$ cat src/rtl/core_pkg.sv
// Shared definitions for the core: sequencer states, opcode/subop encodings,
// ALU operation codes and the decoded control word.
// Build option: CORE_HALT_EN adds the terminal HALT state and the decoder's
// halt request for the IDLE opcode.
package core_pkg;

  // Sequencer states; HALT exists only when the halt feature is built in.
  typedef enum logic [2:0] {
    ST_IDLE   = 3'd0,
    ST_FETCH  = 3'd1,
    ST_DECODE = 3'd2,
    ST_EXEC   = 3'd3,
    ST_WB     = 3'd4
`ifdef CORE_HALT_EN
    ,
    ST_HALT   = 3'd5
`endif
  } state_t;

  // Primary opcodes, taken from ir[30:25].
  localparam logic [5:0] OP_NOP  = 6'b000000;
  localparam logic [5:0] OP_ALU  = 6'b100000;
  localparam logic [5:0] OP_MOVI = 6'b100010;
  localparam logic [5:0] OP_ADDI = 6'b101000;
  localparam logic [5:0] OP_XORI = 6'b101011;
  localparam logic [5:0] OP_ORI  = 6'b101100;
  localparam logic [5:0] OP_IDLE = 6'b111111;

  // Register-form ALU subops, taken from ir[4:0] when the opcode is OP_ALU.
  localparam logic [4:0] SUB_ADD   = 5'b00000;
  localparam logic [4:0] SUB_SUB   = 5'b00001;
  localparam logic [4:0] SUB_AND   = 5'b00010;
  localparam logic [4:0] SUB_XOR   = 5'b00011;
  localparam logic [4:0] SUB_OR    = 5'b00100;
  localparam logic [4:0] SUB_SLLI  = 5'b01000;
  localparam logic [4:0] SUB_SRLI  = 5'b01001;
  localparam logic [4:0] SUB_ROTRI = 5'b01011;

  // Operation codes presented to the datapath ALU.
  typedef enum logic [3:0] {
    ALU_NOP  = 4'd0,
    ALU_ADD  = 4'd1,
    ALU_SUB  = 4'd2,
    ALU_AND  = 4'd3,
    ALU_XOR  = 4'd4,
    ALU_OR   = 4'd5,
    ALU_SLL  = 4'd6,
    ALU_SRL  = 4'd7,
    ALU_ROTR = 4'd8,
    ALU_MOV  = 4'd9
  } alu_op_t;

  // Decoded control word for one instruction; the sequencer gates it by state.
  typedef struct packed {
    alu_op_t alu_op;
    logic    imm_sel;
    logic    rf_read;
    logic    rf_write;
    logic    illegal;
`ifdef CORE_HALT_EN
    logic    halt;
`endif
  } ctrl_t;

  // Control word for an ALU op that reads and writes the register file.
  function automatic ctrl_t alu_ctrl(input alu_op_t op, input logic imm);
    ctrl_t c;
    c          = '0;
    c.alu_op   = op;
    c.imm_sel  = imm;
    c.rf_read  = 1'b1;
    c.rf_write = 1'b1;
    return c;
  endfunction

endpackage

$ cat src/rtl/core_decoder.sv
// Combinational opcode/subop to control-word mapping.
// Undecoded opcodes or subops produce a non-writing control word with the
// illegal bit set. With CORE_HALT_EN the IDLE opcode raises halt; without it
// IDLE decodes exactly like NOP.
module core_decoder
  import core_pkg::*;
(
  input  logic [5:0] opcode,
  input  logic [4:0] subop,
  output ctrl_t      ctrl
);

  // Map the instruction fields onto the control word, defaulting to NOP.
  always_comb begin
    ctrl        = '0;
    ctrl.alu_op = ALU_NOP;
    case (opcode)
      OP_ALU: begin
        case (subop)
          SUB_ADD:   ctrl = alu_ctrl(ALU_ADD,  1'b0);
          SUB_SUB:   ctrl = alu_ctrl(ALU_SUB,  1'b0);
          SUB_AND:   ctrl = alu_ctrl(ALU_AND,  1'b0);
          SUB_XOR:   ctrl = alu_ctrl(ALU_XOR,  1'b0);
          SUB_OR:    ctrl = alu_ctrl(ALU_OR,   1'b0);
          SUB_SLLI:  ctrl = alu_ctrl(ALU_SLL,  1'b0);
          SUB_SRLI:  ctrl = alu_ctrl(ALU_SRL,  1'b0);
          SUB_ROTRI: ctrl = alu_ctrl(ALU_ROTR, 1'b0);
          default:   ctrl.illegal = 1'b1;
        endcase
      end
      OP_MOVI: ctrl = alu_ctrl(ALU_MOV, 1'b1);
      OP_ADDI: ctrl = alu_ctrl(ALU_ADD, 1'b1);
      OP_XORI: ctrl = alu_ctrl(ALU_XOR, 1'b1);
      OP_ORI:  ctrl = alu_ctrl(ALU_OR,  1'b1);
      OP_NOP:  ctrl.illegal = 1'b0;
      OP_IDLE: begin
`ifdef CORE_HALT_EN
        ctrl.halt = 1'b1;
`else
        ctrl.illegal = 1'b0;
`endif
      end
      default: ctrl.illegal = 1'b1;
    endcase
  end

endmodule

$ cat src/rtl/core_sequencer.sv
// Instruction sequencer: IDLE -> FETCH -> DECODE -> EXEC -> WB, four cycles
// per instruction back to back while run stays high.
// Instruction memory protocol: IM_read/IM_enable are high for the single FETCH
// cycle with PC as the address; the memory returns the word on instruction in
// the following (DECODE) cycle, and it is captured into ir on the
// DECODE->EXEC edge. There is no stall path: the memory must answer in one cycle.
// run is only sampled in IDLE and WB, so an instruction in flight always
// finishes its write-back.
// Build option: CORE_HALT_EN makes the IDLE opcode park the core in HALT
// (halted=1) until reset; otherwise IDLE executes as a NOP and halted is 0.
module core_sequencer
  import core_pkg::*;
#(
  parameter int DataSize = 32,
  parameter int MemSize  = 10
) (
  input  logic                clk,
  input  logic                reset,
  input  logic                run,
  input  logic [DataSize-1:0] instruction,
  output logic [MemSize-1:0]  PC,
  output logic                IM_read,
  output logic                IM_write,
  output logic                IM_enable,
  output logic                rf_read,
  output logic                rf_write,
  output alu_op_t             alu_op,
  output logic                imm_sel,
  output logic [DataSize-1:0] ir,
  output logic                illegal,
  output logic                halted,
  output state_t              fsm_state
);

  localparam logic [MemSize-1:0] PcOne = {{(MemSize-1){1'b0}}, 1'b1};

  state_t state;
  state_t state_next;
  ctrl_t  ctrl;

  // Decode is purely a function of the latched instruction register.
  core_decoder u_decoder (
    .opcode (ir[30:25]),
    .subop  (ir[4:0]),
    .ctrl   (ctrl)
  );

  assign fsm_state = state;
  assign IM_write  = 1'b0;

  // State register; reset drops any instruction in flight.
  always_ff @(posedge clk or negedge reset) begin
    if (!reset) begin
      state <= ST_IDLE;
    end else begin
      state <= state_next;
    end
  end

  // PC advances once per instruction, on the edge leaving WB (wraps naturally).
  always_ff @(posedge clk or negedge reset) begin
    if (!reset) begin
      PC <= '0;
    end else if (state == ST_WB) begin
      PC <= PC + PcOne;
    end
  end

  // Instruction register captures the memory word returned during DECODE.
  always_ff @(posedge clk or negedge reset) begin
    if (!reset) begin
      ir <= '0;
    end else if (state == ST_DECODE) begin
      ir <= instruction;
    end
  end

  // Sticky flag for undecoded instructions, raised as EXEC completes.
  always_ff @(posedge clk or negedge reset) begin
    if (!reset) begin
      illegal <= 1'b0;
    end else if ((state == ST_EXEC) && ctrl.illegal) begin
      illegal <= 1'b1;
    end
  end

  // Next-state selection and per-state strobes, all inactive by default.
  always_comb begin
    state_next = state;
    IM_enable  = 1'b0;
    IM_read    = 1'b0;
    rf_read    = 1'b0;
    rf_write   = 1'b0;
    alu_op     = ALU_NOP;
    imm_sel    = 1'b0;
    halted     = 1'b0;
    case (state)
      ST_IDLE: begin
        if (run) begin
          state_next = ST_FETCH;
        end
      end
      ST_FETCH: begin
        IM_enable  = 1'b1;
        IM_read    = 1'b1;
        state_next = ST_DECODE;
      end
      ST_DECODE: begin
        state_next = ST_EXEC;
      end
      ST_EXEC: begin
        rf_read    = ctrl.rf_read;
        alu_op     = ctrl.alu_op;
        imm_sel    = ctrl.imm_sel;
        state_next = ST_WB;
      end
      ST_WB: begin
        rf_write = ctrl.rf_write;
        alu_op   = ctrl.alu_op;
        imm_sel  = ctrl.imm_sel;
`ifdef CORE_HALT_EN
        if (ctrl.halt) begin
          state_next = ST_HALT;
        end else if (run) begin
          state_next = ST_FETCH;
        end else begin
          state_next = ST_IDLE;
        end
`else
        if (run) begin
          state_next = ST_FETCH;
        end else begin
          state_next = ST_IDLE;
        end
`endif
      end
`ifdef CORE_HALT_EN
      ST_HALT: begin
        halted     = 1'b1;
        state_next = ST_HALT;
      end
`endif
      default: begin
        state_next = ST_IDLE;
      end
    endcase
  end

endmodule

$ cat config.mk
export PLATFORM = sky130hd
export DESIGN_NAME = core_sequencer
export DESIGN_NICKNAME = d
export VERILOG_FILES = /design/src/rtl/core_pkg.sv /design/src/rtl/core_decoder.sv /design/src/rtl/core_sequencer.sv
export SDC_FILE = /design/constraint.sdc
export NUM_CORES = 1
export LEC_CHECK = 0
export CAP_MARGIN = 20
export CORE_ASPECT_RATIO = 0.5
export CORE_MARGIN = 3
export CORE_UTILIZATION = 25
export CTS_CLUSTER_SIZE = 25
export DETAILED_ROUTE_END_ITERATION = 16
export GPL_TIMING_DRIVEN = 0
export MAX_ROUTING_LAYER = met4
export PLACE_DENSITY = 0.54
export SYNTH_ARGS = -nofsm -noshare
export SYNTH_HDL_FRONTEND = slang
export SYNTH_SLANG_ARGS = --single-unit
$ cat constraint.sdc
create_clock -name clk -period 1.9 [get_ports clk]
set_input_delay 0.57 -clock clk [delete_from_list [all_inputs] [get_ports clk]]
set_output_delay 0.57 -clock clk [all_outputs]
set_load 0.03 [all_outputs]
==> load_flow_metrics.sql <==
INSERT INTO impl_metrics (metric_group, metric, value, unit) VALUES
('synth', 'syn_area_per_cell', '12.7', 'µm²'),
('global_route', 'grtUsageMet3', '0.0305', ''),
('placed_design', 'gpl.final_weighted_congestion', '0.774', ''),
('layout', 'post_route_cells_drive_above_1_share', '0.344', ''),
('timing', 'tightestPinTransition', '0.518', 'ns'),
('pwr', 'total_power_after_layout', '6.37', 'mW'),
('placed_design', 'numPortBuffers', '89', ''),
('cts', 'ctsLongestPathBuffers', '2', ''),
('cts', 'clock_tree_from_tritoncts', 'built', ''),
('synth', 'ys_types', '37', ''),
('detailed_routing', 'final_antenna_net_count', '0', ''),
('global_route', 'layer_with_the_highest_usage', 'met2', ''),
('worst_setup_path', 'timing.critical_path.required', '1.33', 'ns'),
('global_route', 'grt_max_degree', '39', ''),
('timing', 'fraction_of_the_cycle_the_final_worst_path_needs', '1.31', ''),
('global_route', 'grt_antenna_before_repair', '0', ''),
('global_route', 'global_route.overflow_total', '0', ''),
('timing', 'fin_ws', '-0.598', 'ns'),
('timing', 'slew_headroom', '0.651', ''),
('floorplanning', 'fp.dieArea', '9530', 'µm²'),
('floorplanning', 'ios', '92', ''),
('synth', 'synth_top_area_cell', 'dfrtp_1', ''),
('floorplanning', 'core', '7710', 'µm²'),
('synth', 'ys_top_cells_by_area', 'dfrtp_1 (55%), mux2_2 (17%), xnor2_1 (3.4%)', ''),
('floorplanning', 'dieWidth', '135', 'µm'),
('layout', 'antennaDiodeCount', '0', ''),
('synth', 'ys_dominant_reg_cell', 'dfrtp_1', ''),
('placed_design', 'place_hpwl', '4.03', 'mm'),
('layout', 'nNetsFinal', '311', ''),
('cts', 'cts.htree.levels', '2', ''),
('worst_setup_path', 'crit_path_max_fanout', '3', ''),
('min_path', 'hold_path.class', 'primary input to async pin', ''),
('timing', 'hold_worst_slack', '0.130', 'ns'),
('timing', 'timing.clock.skew', '0.00382', 'ns'),
('timing', 'fin_crit', '2.50', 'ns'),
('global_route', 'grt_pass1_vias', '1763', ''),
('synth', 'post_synth_inst_count', '164', ''),
('synth', 'synth_edf_count', '0', ''),
('job', 'max-cap-violations', '0', ''),
('cts', 'clock_insertion_delay_worst_skew', '0.29', 'ns'),
('worst_setup_path', 'path_class', 'flop to output port', ''),
('detailed_routing', 'drtIter0Drc', '81', ''),
('cts', 'cts_buffers', '5', ''),
('synth', 'yosys_warnings', '0', ''),
('synth', 'yosysSeqAreaShare', '0.553', ''),
('cts', 'clkTransAtPathRegs', '0.06', 'ns'),
('outcome', 'violated_checks', 'setup timing', ''),
('layout', 'synthToLayoutAreaGrowth', '70.0', '%'),
('synth', 'async_reset_ff_frac', '1.00', ''),
('detailed_routing', 'drtPass1Iterations', '4', ''),
('cts', 'clock_sink_count', '46', ''),
('pwr', 'peakVddDrop', '592', 'µV'),
('timing', 'fmaxAchievable', '400', 'MHz'),
('worst_setup_path', 'end_kind', 'output port', ''),
('floorplanning', 'row_count', '22', ''),
('cts', 'clock_tree.root_cell', 'clkbuf_16', ''),
('global_route', 'globalRouteMet1Util', '0.152', ''),
('detailed_routing', 'avgRoutedWirePerCell', '14.6', 'µm'),
('cts', 'ctsHoldBuffers', '0', ''),
('detailed_routing', 'vias', '1649', ''),
('detailed_routing', 'drc', '0', ''),
('pwr', 'power_per_cell_area', '1800', 'nW/µm²'),
('pwr', 'leakage', '1.63', 'nW'),
('global_route', 'grt_first_pass_wirelength', '9.21', 'mm'),
('timing', 'report.final.hold_viol_count', '0', ''),
('detailed_routing', 'drt-vias-per-instance', '4.29', ''),
('floorplanning', 'initial_core_util', '0.270', ''),
('global_route', 'grtUsageTotal', '0.126', ''),
('detailed_routing', 'postRouteWirelength', '5.60', 'mm'),
('timing', 'drv_slew', '0', ''),
('placed_design', 'placement.setup.worst_slack', '-0.906', 'ns'),
('timing', 'unrepaired_setup_endpoints_after_global_routing', 'yes', ''),
('timing', 'setup_viol', '7', ''),
('outcome', 'outcome', 'finished, violations left', ''),
('floorplanning', 'die_y', '70.6', 'µm'),
('synth', 'synth.ff_latch_count', '46', ''),
('synth', 'post_synth_instance_area', '2080', 'µm²'),
('synth', 'post-synth-top-area-fraction', '0.553', ''),
('worst_setup_path', 'start_kind', 'flop', ''),
('global_route', 'global_route.usage.met2', '0.209', ''),
('worst_setup_path', 'critical_path_at', '1.93', 'ns');
layout make-up:
| cell class | instances | area, µm² |
|---|---|---|
| clock buffers | 7 | 143 |
| plain buffers | 7 | 48.8 |
| multi-input cells | 110 | 1020 |
| repair buffers | 103 | 998 |
| inverters | 2 | 7.51 |
| clock inverters | 1 | 30.0 |
| well taps | 108 | 135 |
| flip-flops and latches | 46 | 1160 |
| fillers | 746 | 4170 |
final timing paths:
kind | end | cells past startpoint | slack [ns] | start
max | rf_write | 5 | -0.60 | ir[25]
min | PC[7] | 1 | 0.13 | reset
max reg2reg | ir[12] | 4 | 0.21 | fsm_state[2]
min reg2reg | PC[9] | 1 | 0.48 | PC[9]
max in group asynchronous | ir[1] | 2 | 1.28 | reset
min in group clk | PC[9] | 1 | 0.48 | PC[9]
timing repair:
action / in CTS / in global routing
setup endpoints to repair: 44 / 27
pin swaps: 8 / 3
buffers inserted: 13 / 0
resized for setup: 104 / 19
logic make-up after synthesis:
kind of cell / Yosys count / synth area share
other: 1 / 0.00180
buffers and inverters: 9 / 0.0270
xor gates and xnor gates: 11 / 0.0462
and+or+nand+nor: 46 / 0.137
DFF: 46 / 0.553
AOI/OAI and AO/OA: 17 / 0.0523
muxes: 33 / 0.177
adders and majority gates: 1 / 0.00601
Yosys cell counts, types with 2 or more instances:
cell	instances
nor3_1	3
nand2_1	8
nor3b_1	7
buf_4	3
o21ai_0	7
inv_1	2
nand4_1	2
o21bai_1	2
buf_2	3
nor2_1	4
mux2_2	31
xnor2_1	8
xor2_1	3
nand3_1	3
nor2b_1	3
mux2i_1	2
a21oi_1	2
and3_1	4
nand2b_1	4
dfrtp_1	46
metal layers:
| layer | part of all wire | up-vias |
|---|---|---|
| met5 | 0 | - |
| met4 | 0.015 | 0 |
| met3 | 0.039 | 7 |
| met2 | 0.51 | 35 |
| met1 | 0.44 | 805 |
| li1 | - | 802 |
where the power goes:
part / leakage [nW] / total (mW) / internal (mW) / switching [mW]
Combinational: 0.997 / 3.52 / 1.57 / 1.95
Clock: 0.0841 / 1.03 / 0.658 / 0.372
Sequential: 0.545 / 1.83 / 1.44 / 0.390
flip-flops by register name, summed over array words and instances, names as in the netlist:
signal	count
PC	10
fsm_state	3
illegal	1
ir	32
critical path, cell delays in order (launching register included):
cell     delay [ns]
dfrtp_2        0.42
or4_4          0.56
nor2_4         0.14
a31oi_4        0.13
nor3b_4        0.23
buf_6          0.16
cell usage in the layout (no fill, tap or decap), types with 3 or more instances in the layout:
cell              n
and3_1            4
buf_2             5
buf_4            15
buf_6            11
clkbuf_16         5
clkdlybuf4s50_1  33
dfrtp_1          37
dfrtp_2           9
dlygate4sd2_1    34
dlymetal6s2s_1   11
mux2_2           31
nand2_1           8
nand3_1           3
nor2_1            4
nor3b_1           4
nor3b_4           3
o21ai_0           5
xnor2_1           8
xor2_1            3
metrics by stage:
stage / instances / area (µm²) / setup TNS [ns] / utilization
after detailed placement: 363 / 3240 / -5.72 / 0.420
after CTS: 384 / 3480 / -3.76 / 0.452
after global placement: 362 / 3220 / -57.61 / 0.418
final: 384 / 3540 / -3.60 / 0.460
after floorplan: 165 / 2200 / -2.12 / -
after global routing: 384 / 3540 / -4.11 / 0.460
No activity file was read; power rests on OpenSTA's default activity.
